`src/rtl/apb_master.sv`:
```
// ---------------------------------------------------------------------------
// apb_master
//
// Purpose:
//    Converts a simple valid/ready request interface into APB transfers on
//    one of NUM_SLAVES slave ports. The slave is chosen by a 4-bit index
//    field of the request address, starting at bit SEL_LSB. An index with no
//    matching slave is answered at once with an error and never reaches the
//    bus. A slave that holds PREADY low for TIMEOUT_CYCLES access cycles is
//    abandoned with an error response. At most one transfer is outstanding.
//
// Parameters:
//    NUM_SLAVES      number of slave ports (1..16)
//    SEL_LSB         lowest req_addr bit of the slave index field
//    TIMEOUT_CYCLES  maximum ACCESS-phase cycles before abort (0 = never)
//
// Ports:
//    clk           clock, all logic on the rising edge
//    n_rst         synchronous active-low reset
//    req_valid     request present
//    req_ready     master accepts a request this cycle (IDLE only)
//    req_write     1 = write, 0 = read
//    req_addr      byte address
//    req_wdata     write data
//    resp_valid    one-cycle completion pulse
//    resp_rdata    read data (0 for writes and errors), held until next resp
//    resp_err      decode error or timeout, held until next resp
//    PADDR         APB address
//    PWDATA        APB write data
//    PWRITE        APB direction
//    PENABLE       APB access phase
//    PSEL          one-hot slave select
//    PRDATA        packed per-slave read data, slave i at [i*32 +: 32]
//    PREADY        per-slave ready
// ---------------------------------------------------------------------------
module apb_master #(
   parameter int NUM_SLAVES     = 4,
   parameter int SEL_LSB        = 12,
   parameter int TIMEOUT_CYCLES = 16
) (
   input  logic                     clk,
   input  logic                     n_rst,
   input  logic                     req_valid,
   output logic                     req_ready,
   input  logic                     req_write,
   input  logic [31:0]              req_addr,
   input  logic [31:0]              req_wdata,
   output logic                     resp_valid,
   output logic [31:0]              resp_rdata,
   output logic                     resp_err,
   output logic [31:0]              PADDR,
   output logic [31:0]              PWDATA,
   output logic                     PWRITE,
   output logic                     PENABLE,
   output logic [NUM_SLAVES-1:0]    PSEL,
   input  logic [NUM_SLAVES*32-1:0] PRDATA,
   input  logic [NUM_SLAVES-1:0]    PREADY
);

   // Wait counter only has to reach TIMEOUT_CYCLES-1.
   localparam int CNT_W = (TIMEOUT_CYCLES > 1) ? $clog2(TIMEOUT_CYCLES) : 1;
   localparam bit TIMEOUT_EN = (TIMEOUT_CYCLES > 0);
   localparam logic [CNT_W-1:0] LAST_WAIT =
      CNT_W'((TIMEOUT_CYCLES > 0) ? (TIMEOUT_CYCLES - 1) : 0);

   typedef enum logic [1:0] {
      IDLE   = 2'd0,
      SETUP  = 2'd1,
      ACCESS = 2'd2,
      RESP   = 2'd3
   } state_t;

   state_t                 state;
   state_t                 state_nxt;

   logic                   ready_q;
   logic                   accept;
   logic [3:0]             idx;
   logic                   idx_ok;
   logic [NUM_SLAVES-1:0]  sel_dec;
   logic [NUM_SLAVES-1:0]  sel_q;
   logic                   sel_ready;
   logic [31:0]            sel_rdata;
   logic [CNT_W-1:0]       wait_cnt;
   logic                   timeout_hit;

   assign accept = req_valid & ready_q;
   assign idx    = req_addr[SEL_LSB+3:SEL_LSB];
   assign idx_ok = ({1'b0, idx} < 5'(NUM_SLAVES));

   // Address decode to a one-hot select; all zeros when the index is invalid.
   always_comb begin
      sel_dec = '0;
      for (int i = 0; i < NUM_SLAVES; i++) begin
         sel_dec[i] = (idx == 4'(i));
      end
   end

   // Only the selected slave's PREADY/PRDATA can reach the FSM.
   always_comb begin
      sel_ready = 1'b0;
      sel_rdata = '0;
      for (int i = 0; i < NUM_SLAVES; i++) begin
         if (sel_q[i]) begin
            sel_ready = sel_ready | PREADY[i];
            sel_rdata = sel_rdata | PRDATA[i*32 +: 32];
         end
      end
   end

   // Abort on the TIMEOUT_CYCLES-th not-ready access cycle; ready wins.
   assign timeout_hit = TIMEOUT_EN && (state == ACCESS) && !sel_ready &&
                        (wait_cnt == LAST_WAIT);

   always_comb begin
      state_nxt = state;
      case (state)
         IDLE:    if (accept) state_nxt = idx_ok ? SETUP : RESP;
         SETUP:   state_nxt = ACCESS;
         ACCESS:  if (sel_ready || timeout_hit) state_nxt = RESP;
         RESP:    state_nxt = IDLE;
         default: state_nxt = IDLE;
      endcase
   end

   always_ff @(posedge clk) begin
      if (!n_rst) begin
         state <= IDLE;
      end else begin
         state <= state_nxt;
      end
   end

   // req_ready is registered so it reads 0 while reset is held and rises on
   // the first edge after reset release, in step with the IDLE state.
   always_ff @(posedge clk) begin
      if (!n_rst) begin
         ready_q <= 1'b0;
      end else begin
         ready_q <= (state_nxt == IDLE);
      end
   end

   always_ff @(posedge clk) begin
      if (!n_rst) begin
         PADDR      <= '0;
         PWDATA     <= '0;
         PWRITE     <= 1'b0;
         sel_q      <= '0;
         wait_cnt   <= '0;
         resp_rdata <= '0;
         resp_err   <= 1'b0;
      end else begin
         if (accept) begin
            PADDR  <= req_addr;
            PWDATA <= req_wdata;
            PWRITE <= req_write;
            sel_q  <= idx_ok ? sel_dec : '0;
            if (!idx_ok) begin
               resp_err   <= 1'b1;
               resp_rdata <= '0;
            end
         end
         if (state == SETUP) begin
            wait_cnt <= '0;
         end
         if (state == ACCESS) begin
            if (sel_ready) begin
               resp_err   <= 1'b0;
               resp_rdata <= PWRITE ? 32'h0 : sel_rdata;
            end else if (timeout_hit) begin
               resp_err   <= 1'b1;
               resp_rdata <= '0;
            end else begin
               wait_cnt <= wait_cnt + CNT_W'(1);
            end
         end
      end
   end

   // Bus control is a pure decode of the state register.
   assign req_ready  = ready_q;
   assign PSEL       = ((state == SETUP) || (state == ACCESS)) ? sel_q : '0;
   assign PENABLE    = (state == ACCESS);
   assign resp_valid = (state == RESP);

endmodule

```
`config.mk`:
```
export PLATFORM = sky130hd
export DESIGN_NAME = apb_master
export DESIGN_NICKNAME = d
export VERILOG_FILES = /design/src/rtl/apb_master.sv
export SDC_FILE = /design/constraint.sdc
export NUM_CORES = 1
export LEC_CHECK = 0
export ABC_AREA = 1
export CAP_MARGIN = 20
export CELL_PAD_IN_SITES_DETAIL_PLACEMENT = 1
export CELL_PAD_IN_SITES_GLOBAL_PLACEMENT = 2
export CORE_MARGIN = 4
export CORE_UTILIZATION = 19
export DETAILED_ROUTE_END_ITERATION = 10
export HOLD_SLACK_MARGIN = 0.15
export PLACE_DENSITY = 0.81
export SYNTH_ARGS = -nofsm -noshare
export SYNTH_HDL_FRONTEND = slang
export SYNTH_SLANG_ARGS = --single-unit
```
`constraint.sdc`:
```
create_clock -name clk -period 1.6 [get_ports clk]
set_input_delay 0.16 -clock clk [delete_from_list [all_inputs] [get_ports clk]]
set_output_delay 0.16 -clock clk [all_outputs]
set_load 0.03 [all_outputs]
```
**Yosys cells after proc, flatten, opt, wreduce, memory -nomap -nowiden**

Index checks and enable logic that the tools add are counted.

- Logic and storage cells: 62
- Input port bits: 200
- Output and inout bits: 105
- Register bits: 109

- Mux-type cells: 29
- $add $sub $neg: 1
- Equal/unequal tests: 7
- Reductions and logical operators: 8
- Bitwise operators: 7
- Order comparisons: 1

Operators with widths:

| kind | count |
|---|---|
| $mux W32 | 10 |
| $or A32 B32 Y32 | 3 |
| $mux W4 | 6 |
| $mux W1 | 9 |
| $eq A4 B2 Y1 const B | 2 |
| $pmux W2 S4 | 1 |
| $mux W2 | 3 |
| $add A4 B1 Y4 const B | 1 |
| $eq A2 B2 Y1 const B | 2 |
| $eq A4 B1 Y1 const B | 1 |
| $eq A4 B4 Y1 const B | 1 |
| $logic_not A2 Y1 | 2 |
| $logic_not A4 Y1 | 1 |
| $lt A4 B3 Y1 const B | 1 |
| $or A1 B1 Y1 | 3 |
| $eq A2 B1 Y1 const B | 1 |
| $logic_and A1 B1 Y1 | 2 |
| $logic_or A1 B1 Y1 | 2 |
| $and A1 B1 Y1 | 1 |
| $logic_not A1 Y1 | 1 |

**Logic depth before layout (Yosys ltp)**

Gate-level depths: netlist of run 1.

- Depth after elaboration: 14
- Depth in mapped cells: 9
- Depth with buffers taken out: 9

**Worst setup path after synthesis of run 1**

Ideal clock, no wire load.

- Path kind: register to register
- From: register state[0]
- To: register resp_rdata[22]
- Path slack: -4 ps
- Period minus slack after synthesis: 1604 ps
- Cell stages (with the launch flop): 8
- Arrival time: 1533 ps
- Cell sequence: dfxtp_1 inv_1 ha_1 inv_2 nor2_4 buf_2 nand3_1 a21oi_2

- Longest elaborated chain between the ends: 6

RTL lines:

| element | RTL line | source |
|---|---|---|
| from (decl) | 73 | `state_t state;` |
| from (signal assigned) | 130 | `state <= state_nxt;` |
| $eq A2 B2 Y1 * | -- |  |
| via PENABLE | 54 | `output logic PENABLE,` |
| $logic_and A1 B1 Y1 (2 in a row) | 112 | `assign timeout_hit = TIMEOUT_EN && (state == ACCESS) && !sel_ready &&` |
| $mux W32 | 171 | `end else if (timeout_hit) begin` |
| $mux W32 | 168 | `if (sel_ready) begin` |
| $mux W32 * | 167 | `if (state == ACCESS) begin` |
| to (signal assigned) | 170 | `resp_rdata <= PWRITE ? 32'h0 : sel_rdata;` |
| to (decl) | 49 | `output logic [31:0] resp_rdata,` |

Mark *: on every way through the listed nets, which the timed path passes. The rest lies on a longest branch.
A chain may end at the register's enable or synchronous reset.

**Worst setup path after layout of run 1**

- From: register state[0]
- To: output PSEL[3]

- Longest elaborated chain between the ends: 3

RTL lines:

| element | RTL line | source |
|---|---|---|
| $eq A2 B1 Y1 / $eq A2 B2 Y1 (equally long branches) | 183 | `assign PSEL = ((state == SETUP) \|\| (state == ACCESS)) ? sel_q : '0;` |
| $logic_or A1 B1 Y1 * | 183 |  |
| $mux W4 * | 183 |  |
| to (decl) | 55 | `output logic [NUM_SLAVES-1:0] PSEL,` |

Mark *: on every way between the ends. The rest lies on a longest branch, timed or not.

==> summary.txt, run 1 <==
Floorplanning
  • IO Pins: 305
  • Std-Cell Rows: 60
  • Chip Width: 174 um
  • Initial Util: 19.3%
  • Die Span Y: 174 um
  • Die area: 0.0302 sq mm
  • Core area: 0.0270 sq mm

Finish
  • Synth-to-Final Area Change: 76.7%
  • Register Area: 0.00219 sq mm
  • # fillers: 3258
  • Final Cell Area: 0.00923 sq mm
  • Fraction of layout cells with a size suffix above 1: 15.5%
  • Finished Core Util: 34.2%
  • Multi-input gate area in the final layout: 0.00269 sq mm
  • Nets@finish: 1210

Clock tree
  • H-tree depth reported by CTS: 3
  • Num Clock Sinks: 109
  • CTS tree: built
  • Total CTS buffers: 9
  • Worst-Skew Late Latency: 0.36 ns
  • Reg clk slew, reported paths: 0.08 ns
  • Root Buffer: clkbuf_16
  • Clock Tree Buf Depth: 2

Critical path
  • Crit path DAT: 1.39 ns
  • Crit path required time: 1.44 ns
  • Family with the most delay on the worst path: flip-flops
  • Startpoint types: flip-flop
  • Crit path buffers/inverters: 4
  • Worst path slowest cell: dfxtp_2
  • Critical path class: reg2out
  • Worst-path fanout max: 5
  • Crit path largest cell delay: 0.34 ns
  • Critical Path, Cell by Cell: inv_2 -> buf_6 -> ha_4 -> nand2_2 -> inv_2 -> buf_6
  • Setup crit end kind: primary output

Pwr
  • Sw Pwr: 3.27 mW
  • Power share of the clock group: 25.7%
  • Sequential share of power: 35.4%
  • Net Sw Frac: 35.3%
  • Combinational share of power: 39.0%
  • Lkg Pwr: 3.69 nW
  • VDD IR max: 0.000465 V
  • Pwr dens: 1000 mW/mm^2
  • Internal: 5.99 mW

Global routing
  • Tot GR Track Use: 14.5%
  • Met1 Usage GRT: 17.3%
  • Met2 usage: 24.9%
  • Vias in the first global route: 6060
  • Total gr overflow: 0
  • GRT Max-Usage Layer: met2
  • Largest net degree at the start of global routing: 38
  • First-pass GRT wire length: 34.6 mm
  • Number of antenna violations at the first check in global routing: 1
  • Met3 GRT Util: 5.28%

Detailed routing
  • First-pass DRT Iterations: 4
  • Total routed wirelength: 22.6 mm
  • Vias per cell: 4.33
  • Routed vias: 5849
  • DRC viols: 0
  • ANT nets after route: 0
  • WL/cell: 16.7 um
  • 1st-iter DRT viols: 213

Logic synthesis
  • Most frequent cells after synthesis: nand2_1 (149), nor2_1 (129), dfxtp_1 (109), o21ai_0 (67), nand3_1 (44)
  • Ys flop type: dfxtp_1
  • Unique masters post-synth: 27
  • Post-synth EDFFs: 0
  • #FFs+latches synth: 109
  • Synth async-reset ratio: 0%
  • Most common cell in the netlist: nand2_1
  • Mapped Avg Cell Area: 7.47 sq um
  • Top-area cell type share of the netlist area: 41.8%
  • Post-synthesis instance total: 699
  • Top cells by area, synth: dfxtp_1 (42%), nand2_1 (11%), nor2_1 (9.3%)
  • Synth area leader: dfxtp_1
  • Register area share after synthesis: 41.8%
  • Synth warn: 0
  • Mapped cell area: 0.00522 sq mm
  • Syn_nets: 904

Timing
  • Fin Clk Skew: 0.00940 ns
  • Setup-failing EPs final: 0
  • RSZ-0062 raised after global routing: true
  • Min cycle time layout: 1.55 ns
  • Final hold violations: 0
  • Rel. slew slack: 72.8%
  • Period utilisation layout: 96.9%
  • Measured slew at the worst slew-check pin: 0.409 ns
  • Max Fclk: 645 MHz
  • Hold slack final: 0.225 ns
  • Final Max Tran Viols: 0

Worst hold path
  • Hold crit path type: in2reg

Status
  • Status: complete, no violations

Flow run
  • Max cap viols: 0

Placement
  • Port Buf Inserts: 304
  • Gp weighted congestion: 0.765
  • DP Area: 0.00883 sq mm
  • HPWL Detailed: 17.6 mm
[state kept, by name, indices dropped and copies added (netlist names)]
name        flops
state           2
resp_rdata     32
resp_err        1
sel_q           4
PWDATA         32
req_ready       1
PWRITE          1
PADDR          32
wait_cnt        4
[placed cells by master, fill, tap and decap left out, drive strengths merged, types with 14 or more instances in the layout]
master,instances
nand2,157
dlymetal6s2s,14
buf,49
nand4,34
nor2,132
o21ai,67
dfxtp,109
dlygate4sd2,33
a21oi,46
nand3,74
inv,22
clkdlybuf4s50,251
[worst paths after layout]
check         startpoint             end  slack (ns)  depth (start not counted)
min reg2reg    PADDR[14]       PADDR[14]        0.47                          2
max             state[0]         PSEL[3]        0.05                          6
min                n_rst        PADDR[1]        0.22                          3
max reg2reg  wait_cnt[0]  resp_rdata[31]        0.18                          9
[power by group through the flow]
stage	Clock (mW)	Sequential, mW	Combinational, mW
after floorplan	0	4.00	1.06
after global placement	0	3.34	3.50
after detailed placement	0	3.35	3.53
after CTS	2.55	3.29	3.60
after global routing	2.64	3.33	3.89
final	2.38	3.27	3.61
[kinds of logic after synthesis]
| logic type | synth area share [%] |
|---|---|
| simple gates | 36.4 |
| buf+inv | 7.35 |
| xor+xnor | 0.168 |
| compound gates | 13.1 |
| flops | 41.8 |
| fa+ha+maj | 1.20 |
[metrics by stage]
step,setup TNS (ns),cells,setup WS (ns),power (mW)
after floorplan,0,699,0.140,5.06
after global placement,0,1330,0.0442,6.84
after detailed placement,0,1330,0.0425,6.88
after CTS,0,1347,0.00497,9.43
after global routing,-0.0357,1352,-0.0136,9.86
final,0,1352,0.0500,9.26
[worst min-delay path, stage by stage]
cell and delay (ns):
buf_2 0.22, o21ai_0 0.12, nor2_1 0.04
[per-layer routing]
metal	up-vias	wire (um)
li1	2915	-
met1	2693	9710
met2	229	10700
met3	12	2030
met4	0	208
met5	-	0
[timing repair]
| action | in CTS | in global routing |
|---|---|---|
| endpoints found under the setup margin | 38 | 19 |
| hold buffers | 0 | 0 |
| resized for setup | 51 | 23 |
| pin swaps | 1 | 3 |
| setup buffers | 1 | 4 |
[final cells by class]
class / instances / share of cell area, %
antenna: 1 / 0.0271
tap: 341 / 4.62
inverter: 19 / 0.800
clock inverter: 7 / 0.868
multi-input combinational: 518 / 29.1
sequential: 109 / 23.7
timing repair buffer: 348 / 38.5
clock buffer: 9 / 2.44
Note: power is estimated with default switching activity, not from simulation.
==> inputs of run 2 (changes only) <==
--- a/config.mk
+++ b/config.mk
@@ -11,9 +11,12 @@
 export CELL_PAD_IN_SITES_GLOBAL_PLACEMENT = 2
 export CORE_MARGIN = 4
 export CORE_UTILIZATION = 19
+export CTS_BUF_LIST = sky130_fd_sc_hd__clkbuf_16
+export CTS_CLUSTER_SIZE = 25
 export DETAILED_ROUTE_END_ITERATION = 10
 export HOLD_SLACK_MARGIN = 0.15
 export PLACE_DENSITY = 0.81
+export SETUP_SLACK_MARGIN = 0.4
 export SYNTH_ARGS = -nofsm -noshare
 export SYNTH_HDL_FRONTEND = slang
 export SYNTH_SLANG_ARGS = --single-unit
==> summary.txt, run 2 (synthesis results as in run 1) <==
Timing
  • Measured slew at the worst slew-check pin: 0.321 ns
  • Period utilisation layout: 93.7%
  • Max Fclk: 667 MHz
  • Final hold violations: 0
  • Final Max Tran Viols: 0
  • Setup TNS: 0 ns
  • Setup-failing EPs final: 0
  • RSZ-0062 raised after global routing: true
  • Rel. slew slack: 78.6%
  • Post-route setup slack: 0.100 ns
  • Min cycle time layout: 1.50 ns
  • Hold slack final: 0.250 ns
  • Fin Clk Skew: 0.00692 ns

Detailed routing
  • First-pass DRT Iterations: 4
  • Metal2 WL: 11.5 mm
  • WL met1: 10.4 mm
  • Met3 wire len: 2.23 mm
  • ANT nets after route: 0
  • DRC viols: 0
  • Total routed wirelength: 24.4 mm
  • 1st-iter DRT viols: 114
  • Routed vias: 6063
  • Top routing layer in use: met4
  • Vias per cell: 4.41
  • WL/cell: 17.7 um

Placement
  • Setup slack at placement: -0.0611 ns
  • Gp weighted congestion: 0.738
  • Port Buf Inserts: 304
  • HPWL Detailed: 18.1 mm
  • DP Area: 0.00887 sq mm

Global routing
  • Total gr overflow: 0
  • Vias in the first global route: 6256
  • Number of antenna violations at the first check in global routing: 0
  • Largest net degree at the start of global routing: 55
  • First-pass GRT wire length: 36.6 mm
  • Tot GR Track Use: 15.4%

Floorplanning
  • Initial Util: 19.3%
  • Die Span Y: 174 um
  • Die area: 0.0302 sq mm
  • Std-Cell Rows: 60
  • IO Pins: 305
  • Core area: 0.0270 sq mm
  • Chip Width: 174 um

Critical path
  • Worst path slowest cell: dfxtp_4
  • Crit path DAT: 1.34 ns
  • Worst-path fanout max: 5
  • Startpoint types: flip-flop
  • Crit path required time: 1.44 ns
  • Critical path class: reg2out
  • Critical Path, Cell by Cell: inv_4 -> ha_4 -> nand2_2 -> inv_2 -> buf_6
  • Setup crit end kind: primary output
  • Family with the most delay on the worst path: flip-flops
  • Crit path buffers/inverters: 3
  • Crit path largest cell delay: 0.37 ns

Clock tree
  • CTS tree: built
  • Num Clock Sinks: 109
  • Worst-Skew Late Latency: 0.36 ns
  • H-tree depth reported by CTS: 3
  • Total CTS buffers: 9
  • Hold-fix buffer count after cts: 0
  • Root Buffer: clkbuf_16
  • Reg clk slew, reported paths: 0.08 ns
  • Clock Tree Buf Depth: 2

Pwr
  • Sequential share of power: 35.2%
  • Internal: 5.82 mW
  • Sw Pwr: 3.58 mW
  • Lkg Pwr: 3.63 nW
  • Net Sw Frac: 38.1%
  • Power share of the clock group: 24.2%
  • VDD IR max: 0.000500 V
  • Pwr dens: 971 mW/mm^2
  • Combinational share of power: 40.6%

Status
  • Status: complete, no violations

Finish
  • Highest-count cells in the layout ignoring fill and taps: clkdlybuf4s50_1 (198), nand2_1 (140), nor2_1 (125)
  • Nets@finish: 1233
  • Final Cell Area: 0.00968 sq mm
  • Fraction of layout cells with a size suffix above 1: 32.1%
  • Synth-to-Final Area Change: 85.3%
  • Biggest regs: PADDR: 32 flops, PWDATA: 32 flops, resp_rdata: 32 flops
  • Commonest non-fill, non-tap cell in the layout: clkdlybuf4s50_1

Flow run
  • Max cap viols: 0

Worst hold path
  • Hold crit path type: in2reg
## run 2: cell types whose count changed in the layout (fill, tap and decap cells not counted), sizes merged, moves of 2 or more
cell / previous run / this run
buf: 49 / 143
clkdlybuf4s15: 1 / 26
clkdlybuf4s18: 0 / 3
clkdlybuf4s50: 251 / 198
clkinvlp: 1 / 3
dlygate4sd2: 33 / 0
dlymetal6s2s: 14 / 0
## run 2: power by group through the flow
stage | clock (mW) | combinational [mW] | sequential, mW
floorplan | 0 | 1.10 | 4.02
global placement | 0 | 3.47 | 3.36
detailed placement | 0 | 3.52 | 3.38
CTS | 2.37 | 3.83 | 3.31
global route | 2.47 | 4.10 | 3.36
finish | 2.27 | 3.81 | 3.31
## run 2: worst reg2reg max path, cell delays in order (launching register included)
cell and delay [ns]:
dfxtp_4 0.36, buf_6 0.11, ha_4 0.16, inv_2 0.05, nor2_4 0.14, buf_12 0.14, buf_12 0.10, buf_16 0.12
nand3_1 0.10, a21oi_2 0.13
## run 2: final timing paths
kind | slack [ns] | endpoint | depth (start not counted) | start
min reg2reg | 0.47 | resp_rdata[8] | 2 | resp_rdata[8]
min | 0.25 | state[0] | 3 | n_rst
max reg2reg | 0.13 | resp_rdata[23] | 9 | state[1]
max | 0.10 | PSEL[3] | 5 | state[0]
## run 2: layout make-up
class                      count  area (sq um)
multi-input combinational    519          3070
sequential                   109          2200
fill                        3225         17300
inverter                      19          83.8
timing repair buffer         370          3600
antenna                        2          5.00
clock inverter                 7          58.8
tap                          341           427
clock buffer                   9           225
## run 2: timing repair
action,CTS,global route
buffers inserted,17,4
pin swaps,38,26
gates resized for setup,467,109
cloned,6,0
endpoints found under the setup margin,210,116
## run 2: stage by stage
step | cells | total power [mW] | utilization, %
after floorplan | 699 | 5.12 | -
after global placement | 1331 | 6.83 | 32.8
after detailed placement | 1331 | 6.90 | 32.8
after CTS | 1370 | 9.51 | 35.8
after global routing | 1374 | 9.93 | 35.8
final | 1376 | 9.39 | 35.8
## run 2: per-layer routing
metal | GRT usage [%] | vias up
met4 | 3.33 | 0
met3 | 5.45 | 15
li1 | - | 2979
met2 | 26.4 | 245
met1 | 18.7 | 2824
met5 | 0 | -
==> RTL change 1 (flow settings as in run 1) <==
Register the output `resp_err` once more; this adds one clock of latency there. The other outputs are not delayed to match.
--- a/src/rtl/apb_master.sv
+++ b/src/rtl/apb_master.sv
@@ -71,2 +71,4 @@
    } state_t;
+
+   logic resp_err_s0;
 
@@ -151,3 +153,3 @@
          resp_rdata <= '0;
-         resp_err   <= 1'b0;
+         resp_err_s0 <= 1'b0;
       end else begin
@@ -159,3 +161,3 @@
             if (!idx_ok) begin
-               resp_err   <= 1'b1;
+               resp_err_s0 <= 1'b1;
                resp_rdata <= '0;
@@ -168,6 +170,6 @@
             if (sel_ready) begin
-               resp_err   <= 1'b0;
+               resp_err_s0 <= 1'b0;
                resp_rdata <= PWRITE ? 32'h0 : sel_rdata;
             end else if (timeout_hit) begin
-               resp_err   <= 1'b1;
+               resp_err_s0 <= 1'b1;
                resp_rdata <= '0;
@@ -186,2 +188,6 @@
 
+   always_ff @(posedge clk) begin
+      resp_err <= resp_err_s0;
+   end
+
 endmodule
Check against the original RTL: not equivalent (Yosys sat finds a counterexample within 4 cycles, from zero or initial values and one cycle with n_rst low).
==> RTL change 1 against run 1 <==
- cell area decreased by 1.0%
- worst hold slack improved by 23 ps
- area after synthesis about the same
- register-to-register slack got worse by 50 ps
- global-route usage increased by 0.070 points
- critical path depth decreased by 5
- setup slack got worse by 11 ps
- final cell count decreased by 0.30%
- maximum frequency decreased by 0.71%
- total power decreased by 1.2%
- routed wire length about the same
- sequential cell count increased by 1
- non-clock buffer count decreased by 4
- critical endpoint is now resp_rdata[30]
==> RTL change 1: results (changes against run 1) <==
[grt]
met2_usage = 0.253  ; +0.00392
grt_use_met1 = 0.172  ; -0.00157
track_usage = 0.146  ; +0.000704
grt_pass1_wl_um = 35000  ; +1.2%
grt_antenna_before_repair = 0  ; -1
grt_start_max_net_pins = 62  ; +63%
grt_pass1_vias = 6224  ; +2.7%
grtUsageMet3 = 0.0510  ; -0.00174

[min_path]
whs_endpoint = wait_cnt[0]
whs_path_depth = 4  ; +1

[final_layout]
nets = 1207  ; -0.25%
layout-drive-gt1-share = 0.141  ; -0.0144
antennaDiodeCount = 0  ; -1
fillCellCount = 3250  ; -0.25%

[detailed_routing]
via_count = 5909  ; +1.0%
wl_met2_um = 10600  ; -0.29%
route.met3.wl_um = 2070  ; +2.0%
wl_met1_um = 9470  ; -2.5%
drt_wl_total_um = 22600  ; about the same
drt_iter0_markers = 151  ; -29%

[placed_design]
dp_hpwl_um = 17600  ; -0.23%
globalplace.congestion = 0.728  ; -4.9%
placed_area_sq_um = 8790  ; -0.45%

[synthesis]
synth_adder_area_share = 0.0120  ; about the same
seq_area_frac_synth = 0.422  ; +0.00424
synth-xor-area-share = 0.00168  ; about the same
synth_area_leaders = dfxtp_1 (42%), nand2_1 (11%), nor2_1 (9.1%)
yosys_warnings = 0  ; unchanged
post_synth_num_cell_types = 26  ; -3.7%
synth_compound_area_frac = 0.130  ; -0.00107
ys_top_cells_by_count = nand2_1 (152), nor2_1 (127), dfxtp_1 (110)
synth_nets = 906  ; +0.22%

[setup_path]
path_delay_family = buffers and inverters
rr_worst_depth = 6  ; -3
r2r_slack_ps = 130  ; -50 ps
reg2reg_to = wait_cnt[2]
cp-startpoint = resp_rdata[30]
endpoint = resp_rdata[30]
cpMaxStageDelayCell = clkdlybuf4s50_1
slowest_delay_ps = 700  ; +360 ps
crit_fanout = 2  ; -3

[power]
power.leakage_uw = 0.00363  ; -1.6%
p_comb_uw = 3520  ; -2%
swShare = 0.366  ; +0.0127
p_seq_uw = 3310  ; +1%
ir_worst_vdd_mv = 0.654  ; +40%

[clocking]
cts_resized = 44  ; -14%

[timing]
fin_skew_ps = 11.7  ; +2.27 ps
worst_pin_slew_ps = 411  ; +1.81 ps
holdWs_ps = 248  ; +23.2 ps

[run_status]
status = complete, no violations

==> RTL change 1: cell count changes in the layout (fill, tap and decap cells not counted), sizes merged, moves of 2 or more <==
cell and delta:
o21ai -3, buf -3, a21oi +2, nor2 -2
nand3 +3, dlygate4sd2 +3, clkdlybuf4s50 -2
==> RTL change 1: cell type report <==
| type | instances | area [sq um] | area share |
|---|---|---|---|
| clock buffers | 9 | 225 | 0.0247 |
| clock inverters | 7 | 72.6 | 0.00794 |
| inverters | 17 | 63.8 | 0.00698 |
| multi-input cells | 520 | 2680 | 0.293 |
| flip-flops and latches | 110 | 2210 | 0.242 |
| well taps | 341 | 427 | 0.0467 |
| repair buffers | 344 | 3470 | 0.379 |
==> RTL change 1: metrics by stage <==
stage | setup WS (ps) | power [uW] | cells
floorplan | 30.0 | 5100 | 701
global placement | -31.8 | 6810 | 1329
detailed placement | -50.6 | 6860 | 1329
CTS | -18.8 | 9290 | 1346
global route | 0.370 | 9710 | 1348
finish | 38.8 | 9150 | 1348
==> RTL change 2 (settings of run 1) <==
Made on the original files. The parameter `TIMEOUT_CYCLES` goes from 16 to 32.
--- a/src/rtl/apb_master.sv
+++ b/src/rtl/apb_master.sv
@@ -38,3 +38,3 @@
    parameter int SEL_LSB        = 12,
-   parameter int TIMEOUT_CYCLES = 16
+   parameter int TIMEOUT_CYCLES = 32
 ) (
Function: same outputs for any inputs over 4 cycles, from zero or initial values and one cycle with n_rst low; that may be too few to reach the edited logic, so the function may still have changed.
==> RTL change 2 against run 1 <==
- register-to-register slack worse by 60 ps
- routed wire length increased by 3.1%
- non-clock buffer count fell by 5
- first-iteration DRC count is 27% lower
- maximum frequency fell by 0.44%
- sequential cell count grew 1
- cell area up 1.7%
- total power up 0.98%
- count of clock-buffer cells in the layout stayed put
- setup slack worse by 6.9 ps
- worst hold slack lost 21 ps
- area after synthesis grew 1.4%
- sequential share of layout area decreased by 0.12 points
- largest cell class unchanged
- largest power group unchanged
- highest routed layer unchanged
==> RTL change 2: results (changes against run 1) <==
[synthesis]
synth-xor-area-share = 0  ; -0.00168
synth_adder_area_share = 0.0142  ; +0.00220
ys_top_cells_by_count = nand2_1 (160), nor2_1 (133), dfxtp_1 (110)
synth_area_leaders = dfxtp_1 (42%), nand2_1 (11%), nor2_1 (9.4%)
synth_compound_area_frac = 0.126  ; -0.00555
syn_area_sq_um = 5290  ; +1.4%
seq_area_frac_synth = 0.416  ; -0.00185

[power]
ir_worst_vdd_mv = 0.624  ; +34%
power.leakage_uw = 0.00415  ; +12%

[detailed_routing]
via_count = 5850  ; +0.017%
wl_per_cell_um = 16.8  ; +0.28%
drt_iter0_markers = 156  ; -27%

[placed_design]
detailedPlace.worstSlack_ps = -17.9  ; -60.3 ps
globalplace.congestion = 0.803  ; +4.9%

[setup_path]
reg2reg_to = resp_rdata[27]
rr_worst_depth = 10  ; +1
slowest_delay_ps = 700  ; +360 ps
cpMaxStageDelayCell = clkdlybuf4s50_1
crit_fanout = 2  ; -3
r2r_slack_ps = 120  ; -60 ps

[grt]
grt_start_max_net_pins = 40  ; +5.3%
grt_pass1_vias = 6067  ; +0.12%

[timing]
slew_headroom = 0.740  ; +0.0116
fin_skew_ps = 18.1  ; +8.73 ps

[run_status]
status = complete, no violations

[min_path]
whs_endpoint = wait_cnt[1]

## RTL change 2: through the flow
stage | area [sq um] | setup TNS (ps) | cells | hold WS (ps)
6_report | 9390 | 0 | 1390 | 204
5_1_grt | 9390 | -33.2 | 1390 | 205
4_1_cts | 9190 | -15.9 | 1387 | 193
3_5_place_dp | 8880 | -64.3 | 1370 | 467
3_3_place_gp | 8880 | 0 | 1370 | 451
2_1_floorplan | 5300 | 0 | 711 | 304
## RTL change 2: worst max path at each step
stage | slack [ps] | start | to
floorplan | 110 | wait_cnt[0] | resp_rdata[10]
global placement | 50 | wait_cnt[0] | resp_rdata[28]
detailed placement | -20 | wait_cnt[0] | resp_rdata[23]
CTS | -20 | state[0] | PENABLE
global route | -10 | state[1] | PSEL[0]
finish | 40 | PWDATA[1] | PWDATA[1]
## RTL change 2: power by group
group / switching (uW) / leakage, uW / total [uW] / internal (uW)
Sequential: 204 / 0.000899 / 3340 / 3130
Clock: 1170 / 0.000153 / 2420 / 1250
Combinational: 2000 / 0.00309 / 3590 / 1590
## RTL change 2: layer usage
| metal | vias up | wire length [um] | share of wire | track usage |
|---|---|---|---|---|
| li1 | 2934 | - | - | - |
| met1 | 2788 | 9430 | 0.40 | 0.171 |
| met2 | 112 | 12600 | 0.54 | 0.271 |
| met3 | 16 | 1010 | 0.043 | 0.0355 |
| met4 | 0 | 289 | 0.012 | 0.0314 |
| met5 | - | 0 | 0 | 0 |
## RTL change 2: area by class of cell
cell class / instances / area share
Antenna cell: 1 / 0.000267
Clock buffer: 9 / 0.0240
Clock inverter: 7 / 0.00960
Inverter: 19 / 0.00786
Multi-Input combinational cell: 529 / 0.294
Sequential cell: 110 / 0.236
Tap cell: 372 / 0.0496
Timing Repair Buffer: 343 / 0.379
